## src/rtl/interp_out_formatter.sv

```systemverilog
// Rounds, shifts and saturates fast-rate interpolator samples to the DAC width,
// then buffers them in a show-ahead FIFO with valid/ready and drop/saturation stats.
module interp_out_formatter #(
  parameter int IN_W  = 20,
  parameter int OUT_W = 12,
  parameter int SHIFT = 8,
  parameter int DEPTH = 4
) (
  input  logic                        clk,
  input  logic                        rst_n,
  input  logic                        in_valid,
  input  logic [IN_W-1:0]             in_data,
  output logic                        out_valid,
  output logic [OUT_W-1:0]            out_data,
  input  logic                        out_ready,
  output logic [$clog2(DEPTH):0]      fifo_level,
  output logic                        sat_flag,
  output logic [15:0]                 sat_count,
  output logic                        ovf_flag,
  output logic [15:0]                 ovf_count,
  input  logic                        clr_stats
);

  localparam int AW   = $clog2(DEPTH);
  localparam int R1_W = IN_W + 1 - SHIFT;
  localparam logic [IN_W:0]    RND     = (IN_W+1)'(1) << (SHIFT-1);
  localparam logic [OUT_W-1:0] OUT_MAX = {1'b0, {(OUT_W-1){1'b1}}};
  localparam logic [OUT_W-1:0] OUT_MIN = {1'b1, {(OUT_W-1){1'b0}}};
  localparam logic [15:0]      CNT_MAX = 16'hFFFF;

  logic                    v1_q, v1_d, v2_q, v2_d;
  logic signed [R1_W-1:0]  r1_q, r1_d;
  logic [OUT_W-1:0]        r2_q, r2_d;
  logic [AW:0]             wr_ptr_q, wr_ptr_d, rd_ptr_q, rd_ptr_d;
  logic [OUT_W-1:0]        mem_q [DEPTH];
  logic [OUT_W-1:0]        mem_d [DEPTH];
  logic                    sat_flag_q, sat_flag_d, ovf_flag_q, ovf_flag_d;
  logic [15:0]             sat_count_q, sat_count_d, ovf_count_q, ovf_count_d;

  logic r1_oor, sat_event, fifo_full, fifo_empty, pop, push, drop;

  always_comb begin
    // Rounding add is done one bit wider than the input so it can never wrap.
    r1_d = R1_W'(($signed({in_data[IN_W-1], in_data}) + $signed(RND)) >>> SHIFT);
    v1_d = in_valid;

    r1_oor = !((&r1_q[R1_W-1:OUT_W-1]) || !(|r1_q[R1_W-1:OUT_W-1]));
    r2_d   = r1_oor ? (r1_q[R1_W-1] ? OUT_MIN : OUT_MAX) : r1_q[OUT_W-1:0];
    v2_d   = v1_q;
    sat_event = v1_q & r1_oor;

    fifo_empty = (wr_ptr_q == rd_ptr_q);
    fifo_full  = (wr_ptr_q[AW] != rd_ptr_q[AW]) &&
                 (wr_ptr_q[AW-1:0] == rd_ptr_q[AW-1:0]);
    pop  = !fifo_empty && out_ready;
    push = v2_q && (!fifo_full || pop);
    drop = v2_q && fifo_full && !pop;

    mem_d = mem_q;
    if (push) mem_d[wr_ptr_q[AW-1:0]] = r2_q;
    wr_ptr_d = push ? wr_ptr_q + 1'b1 : wr_ptr_q;
    rd_ptr_d = pop  ? rd_ptr_q + 1'b1 : rd_ptr_q;

    // A clear and an event in the same cycle leave the event recorded.
    sat_count_d = clr_stats ? 16'd0 : sat_count_q;
    if (sat_event && sat_count_d != CNT_MAX) sat_count_d = sat_count_d + 16'd1;
    sat_flag_d  = (clr_stats ? 1'b0 : sat_flag_q) | sat_event;

    ovf_count_d = clr_stats ? 16'd0 : ovf_count_q;
    if (drop && ovf_count_d != CNT_MAX) ovf_count_d = ovf_count_d + 16'd1;
    ovf_flag_d  = (clr_stats ? 1'b0 : ovf_flag_q) | drop;
  end

  always_ff @(posedge clk or negedge rst_n) begin
    if (!rst_n) begin
      v1_q        <= 1'b0;
      v2_q        <= 1'b0;
      r1_q        <= '0;
      r2_q        <= '0;
      wr_ptr_q    <= '0;
      rd_ptr_q    <= '0;
      mem_q       <= '{default: '0};
      sat_flag_q  <= 1'b0;
      ovf_flag_q  <= 1'b0;
      sat_count_q <= '0;
      ovf_count_q <= '0;
    end else begin
      v1_q        <= v1_d;
      v2_q        <= v2_d;
      r1_q        <= r1_d;
      r2_q        <= r2_d;
      wr_ptr_q    <= wr_ptr_d;
      rd_ptr_q    <= rd_ptr_d;
      mem_q       <= mem_d;
      sat_flag_q  <= sat_flag_d;
      ovf_flag_q  <= ovf_flag_d;
      sat_count_q <= sat_count_d;
      ovf_count_q <= ovf_count_d;
    end
  end

  assign out_valid  = !fifo_empty;
  assign out_data   = mem_q[rd_ptr_q[AW-1:0]];
  assign fifo_level = wr_ptr_q - rd_ptr_q;
  assign sat_flag   = sat_flag_q;
  assign sat_count  = sat_count_q;
  assign ovf_flag   = ovf_flag_q;
  assign ovf_count  = ovf_count_q;

endmodule
```

## config.mk

```make
export PLATFORM = sky130hd
export DESIGN_NAME = interp_out_formatter
export DESIGN_NICKNAME = d
export VERILOG_FILES = /design/src/rtl/interp_out_formatter.sv
export SDC_FILE = /design/constraint.sdc
export NUM_CORES = 1
export LEC_CHECK = 0
export CAP_MARGIN = 20
export CORE_MARGIN = 8
export CORE_UTILIZATION = 40
export DETAILED_ROUTE_END_ITERATION = 6
export SYNTH_ARGS = -nofsm -noshare
export SYNTH_HDL_FRONTEND = slang
export SYNTH_SLANG_ARGS = --single-unit
```

## constraint.sdc

```tcl
create_clock -name clk -period 3.8 [get_ports clk]
set_input_delay 0.76 -clock clk [delete_from_list [all_inputs] [get_ports clk]]
set_output_delay 0.76 -clock clk [all_outputs]
set_load 0.05 [all_outputs]
```

* Word-level counts from Yosys, hierarchy flattened
Index checks and enable logic that the tools add are counted.
** Operators by class
- $add $sub $neg :: 6
- $mul :: 0
- Divide/modulo/power cells :: 0
- Magnitude comparators :: 3
- Eq/ne operators :: 5
- Shift-type cells :: 0
- Muxes and demuxes :: 14
- Bitwise gates (word level) :: 5
- Reduce and logical (&&, ||, !) cells :: 17
** Operators by type and width (count)
- $mux W16 :: 4
- $mux W12 :: 5
- $bwmux W48 :: 1
- $add A16 B1 Y16 const B :: 2
- $ne A16 B16 Y1 const B :: 2
- $bmux W12 S2 :: 1
- $demux W12 S2 :: 1
- $add A20 B9 Y21 const B :: 1
- $logic_and A1 B1 Y1 :: 8
- $add A3 B1 Y3 const B :: 2
- $ge A3 B3 Y1 const B :: 2
- $not A2 Y3 :: 2
- $logic_not A1 Y1 :: 5
- $eq A3 B3 Y1 :: 1
- $lt A3 B1 Y1 const B :: 1
- $sub A3 B3 Y3 :: 1
- $eq A2 B2 Y1 :: 1
- $logic_or A1 B1 Y1 :: 2
- $mux W1 :: 2
- $or A1 B1 Y1 :: 2
- $reduce_and A2 Y1 :: 1
- $reduce_or A2 Y1 :: 1
- $and A1 B1 Y1 :: 1
- $ne A1 B1 Y1 :: 1
** Word-level totals
- Flip-flop bits (word level) :: 115
- Latch bits :: 0
- RAM bits :: 0
- ROM bits :: 0
- Input bits :: 25
- Output and inout bits :: 50
- Logic and storage cells :: 64
- Memories :: 0

* Longest topological paths before layout
- Depth after elaboration :: 7
- Mapped depth :: 8
- Depth with buffers taken out :: 6

* Worst setup path after synthesis
Ideal clock, no wire load.
- Kind :: register to output
- Start point :: register rd_ptr_q[0]
- End point :: output fifo_level[2]
- Data arrival time :: 1.875 ns
- Required time :: 3.040 ns
- Setup slack :: 1.165 ns
- Cell stages (with the launch flop) :: 4
- Buffers on the path :: 0
- Path through :: dfrtp_1 ha_1 fa_1 xnor2_1
** Between the ends
- Longest elaborated chain between the ends :: 1
** Ends and longest elaborated chain
- start, declared :: line 34 : logic [AW:0] wr_ptr_q, wr_ptr_d, rd_ptr_q, rd_ptr_d;
- start signal, assigned :: line 93 : rd_ptr_q <= rd_ptr_d;
- $sub A3 B3 Y3 :: line 104 : assign fifo_level = wr_ptr_q - rd_ptr_q;
- end, declared :: line 16 : output logic [$clog2(DEPTH):0] fifo_level,
No other way between the ends.

* Worst setup path in the final report
- Start point :: register wr_ptr_q[0]
- End point :: output fifo_level[2]
** Between the ends
- Longest elaborated chain between the ends :: 1
** Ends and longest elaborated chain
- start, declared :: line 34
- start signal, assigned :: line 92 : wr_ptr_q <= wr_ptr_d;
- $sub A3 B3 Y3 :: line 104
No other way between the ends.

==> flow_metrics.py <==
metrics = {
    "run_status": {
        "status": "finished, final reports clean",
    },
    "power_and_ir_drop": {
        "p_total_w": 0.00563,
        "internal_power_w": 0.00358,
        "p_sw_share_pct": 36.4,
        "pwr-share-clk_pct": 25.5,
        "pwr-share-comb_pct": 43.0,
        "cellPowerDensity_nw_per_um2": 804,
        "power_frac_seq_pct": 31.5,
        "p_leak_nw": 3.13,
        "p_switching_w": 0.00205,
        "ir_worst_vdd_mv": 0.498,
    },
    "hold_path": {
        "hp-class": "in2async",
    },
    "logic_synthesis": {
        "yosys-mux-area-fraction_pct": 18.7,
        "synth.top_cells.by_area": "dfrtp_1, mux2_4, mux4_2, xnor2_1, mux2_2",
        "yosys.area_share.simple_pct": 14.4,
        "synth.avg_cell_area_um2": 13.1,
        "synth.cell_area_um2": 5640,
        "synth_nets": 468,
        "synth_fa_ha_area_share_pct": 2.80,
        "synth_seq_area_share_pct": 51.0,
        "async_reset_ff_share_pct": 100,
        "yosys_warnings": 0,
        "synth_cells": 431,
        "synth-seq-cells": 115,
        "synth_compound_area_share_pct": 6.01,
        "synthFlopType": "dfrtp_1",
        "ys_types": 54,
        "synth_edf_count": 0,
        "synth_top_family_by_area": "multiplexers",
        "synthXorXnorAreaFrac_pct": 4.33,
        "yosys.area.top_type": "dfrtp_1",
        "yosysTopAreaCellShare_pct": 51.0,
    },
    "cts": {
        "cts_tree": "built",
        "cts_max_level": 4,
        "post_cts_buffers": 0,
        "cts-root-buf": "clkbuf_16",
        "clk_pin_slew_ns": 0.05,
        "hold_buffers": 0,
        "cts.repair.resized": 0,
        "clk_latency_ns": 0.41,
        "cts_buffers": 17,
        "clk_path_buf_depth": 2,
        "cts.sinks": 115,
    },
    "timing": {
        "min_period_ns": 3.26,
        "setup_viol": 0,
        "finalCritPeriodShare_pct": 85.7,
        "worstMarginPinSlew_ns": 0.642,
        "clock.fmax_mhz": 307,
        "timing.setup.tns_ns": 0,
        "drv_slew": 0,
        "fin_worst_skew_ns": 0.0102,
        "grt_setup_unrepaired": "false",
        "hold_viol": 0,
        "slew_headroom_pct": 57.0,
    },
    "global_route": {
        "grt_overflow": 0,
        "first_global_vias": 3832,
        "track_usage_pct": 13.9,
        "grt_antenna_before_repair": 0,
        "grt_pass1_wl_um": 19900,
        "grt_max_degree": 77,
    },
    "placement": {
        "dp_hpwl_um": 8080,
        "routabilityCongestion": 0.826,
        "placed_cell_area_um2": 6470,
        "port_buffers": 67,
    },
    "setup_path": {
        "crit_arrival_ns": 2.50,
        "startpoint_type": "flip-flop",
        "cp_max_fo": 4,
        "cp.required_ns": 3.04,
        "crit_type": "reg2out",
        "end_kind": "output port",
        "rr_worst_depth": 6,
        "reg2reg_slack_ns": 1.24,
        "r2r_end": "ovf_count[11]",
        "reg2reg_from": "rd_ptr_q[1]",
    },
    "floorplan": {
        "initial_core_util_pct": 40.8,
        "rows": 43,
        "dieArea_um2": 18200,
        "die_width_um": 135,
        "boundaryPins": 75,
        "core-area_um2": 13800,
        "die_h_um": 135,
    },
    "detailed_routing": {
        "drt_iter0_drc": 209,
        "wl_per_cell_um": 16.9,
        "drt_first_pass_iters": 5,
        "drc": 0,
        "routed_wl_um": 11800,
        "vias_per_cell": 5.23,
        "antenna_left": 0,
        "vias": 3663,
    },
    "layout": {
        "drive_gt1_share_pct": 21.1,
        "n_antenna_cell": 0,
        "layout_common_cells": "dfrtp_1, clkdlybuf4s50_1, mux2_4, nand2_1",
        "finalInstanceArea_um2": 7000,
        "syn2layout_area_growth_pct": 24.1,
        "final_common_cell": "dfrtp_1",
        "final_nets": 546,
    },
    "flow_run": {
        "cap_violations": 0,
    },
}
==> power groups by stage <==
stage	clock (W)	sequential [W]	combinational [W]
finish	0.00144	0.00177	0.00242
global route	0.00153	0.00182	0.00256
CTS	0.00147	0.00177	0.00246
detailed placement	0	0.00179	0.00245
global placement	0	0.00176	0.00241
floorplan	0	0.00177	0.00183
==> worst max-delay path: stages (launching register included) <==
cell	delay, ns
dfrtp_1	0.38
inv_1	0.11
ha_1	0.22
fa_1	0.38
xnor2_1	0.17
clkdlybuf4s50_1	0.83
==> through the flow <==
step | util (%) | cells | setup WS (ns) | hold WS (ns)
floorplan | - | 431 | 1.17 | 0.379
global placement | 46.8 | 670 | 0.829 | 0.411
detailed placement | 46.8 | 670 | 0.782 | 0.423
CTS | 50.6 | 701 | 0.511 | 0.336
global route | 50.6 | 701 | 0.425 | 0.359
finish | 50.6 | 701 | 0.543 | 0.338
==> synth_stat cells, drive strengths merged, types with 2 or more instances <==
master / count
nor2b: 16
and4: 2
inv: 10
a31oi: 5
mux4: 12
and2: 2
o211ai: 2
xnor2: 20
clkbuf: 7
nor4: 7
nand3: 19
o21ai: 6
or2: 4
and3: 4
buf: 6
or3: 2
a21oi: 11
nand2: 24
xor2: 7
a41oi: 2
nor3b: 2
nor2: 15
and4b: 2
nor3: 14
nand4b: 6
nand2b: 4
o31ai: 2
or4: 3
dfrtp: 115
ha: 11
mux2: 56
nand3b: 2
a21o: 13
nand4: 8
==> state kept, by name, summed over array words and instances (netlist names) <==
name / count
mem_q: 48
ovf_count: 16
ovf_flag: 1
r1_q: 13
r2_q: 12
rd_ptr_q: 3
sat_count: 16
sat_flag: 1
v1_q: 1
v2_q: 1
wr_ptr_q: 3
==> area by class of cell <==
class	instances	area, um2
sequential	115	2880
inverter	10	37.5
clock inverter	6	55.1
multi-input combinational	293	2610
fill	1200	6830
clock buffer	25	475
tap	180	225
timing repair buffer	72	718
==> cell families (layout without fill, tap and decap cells) <==
kind of cell,Yosys count,after routing
flip-flops,115,115
adder cells (fa/ha/maj),12,12
AO/OA/AOI/OAI,49,49
AND/OR/NAND/NOR,136,136
buffers and inverters,23,113
multiplexers,69,69
XOR/XNOR,27,27
==> metal layers <==
metal  vias up  share of wire [%]  GRT usage, %
li1       1730                  -             -
met1      1853                 48          18.4
met2        65                 47          21.0
met3        15                3.6          4.09
met4         0                1.2          5.43
met5         -                  0             0
==> worst max-delay path by stage <==
stage | cells after the start | from | to
detailed placement | 6 | clr_stats | sat_count[9]
finish | 5 | wr_ptr_q[0] | fifo_level[2]
global placement | 6 | clr_stats | sat_count[9]
global route | 5 | wr_ptr_q[0] | fifo_level[2]
floorplan | 3 | rd_ptr_q[0] | fifo_level[2]
CTS | 5 | wr_ptr_q[0] | fifo_level[2]
(Power assumes the default switching activity.)
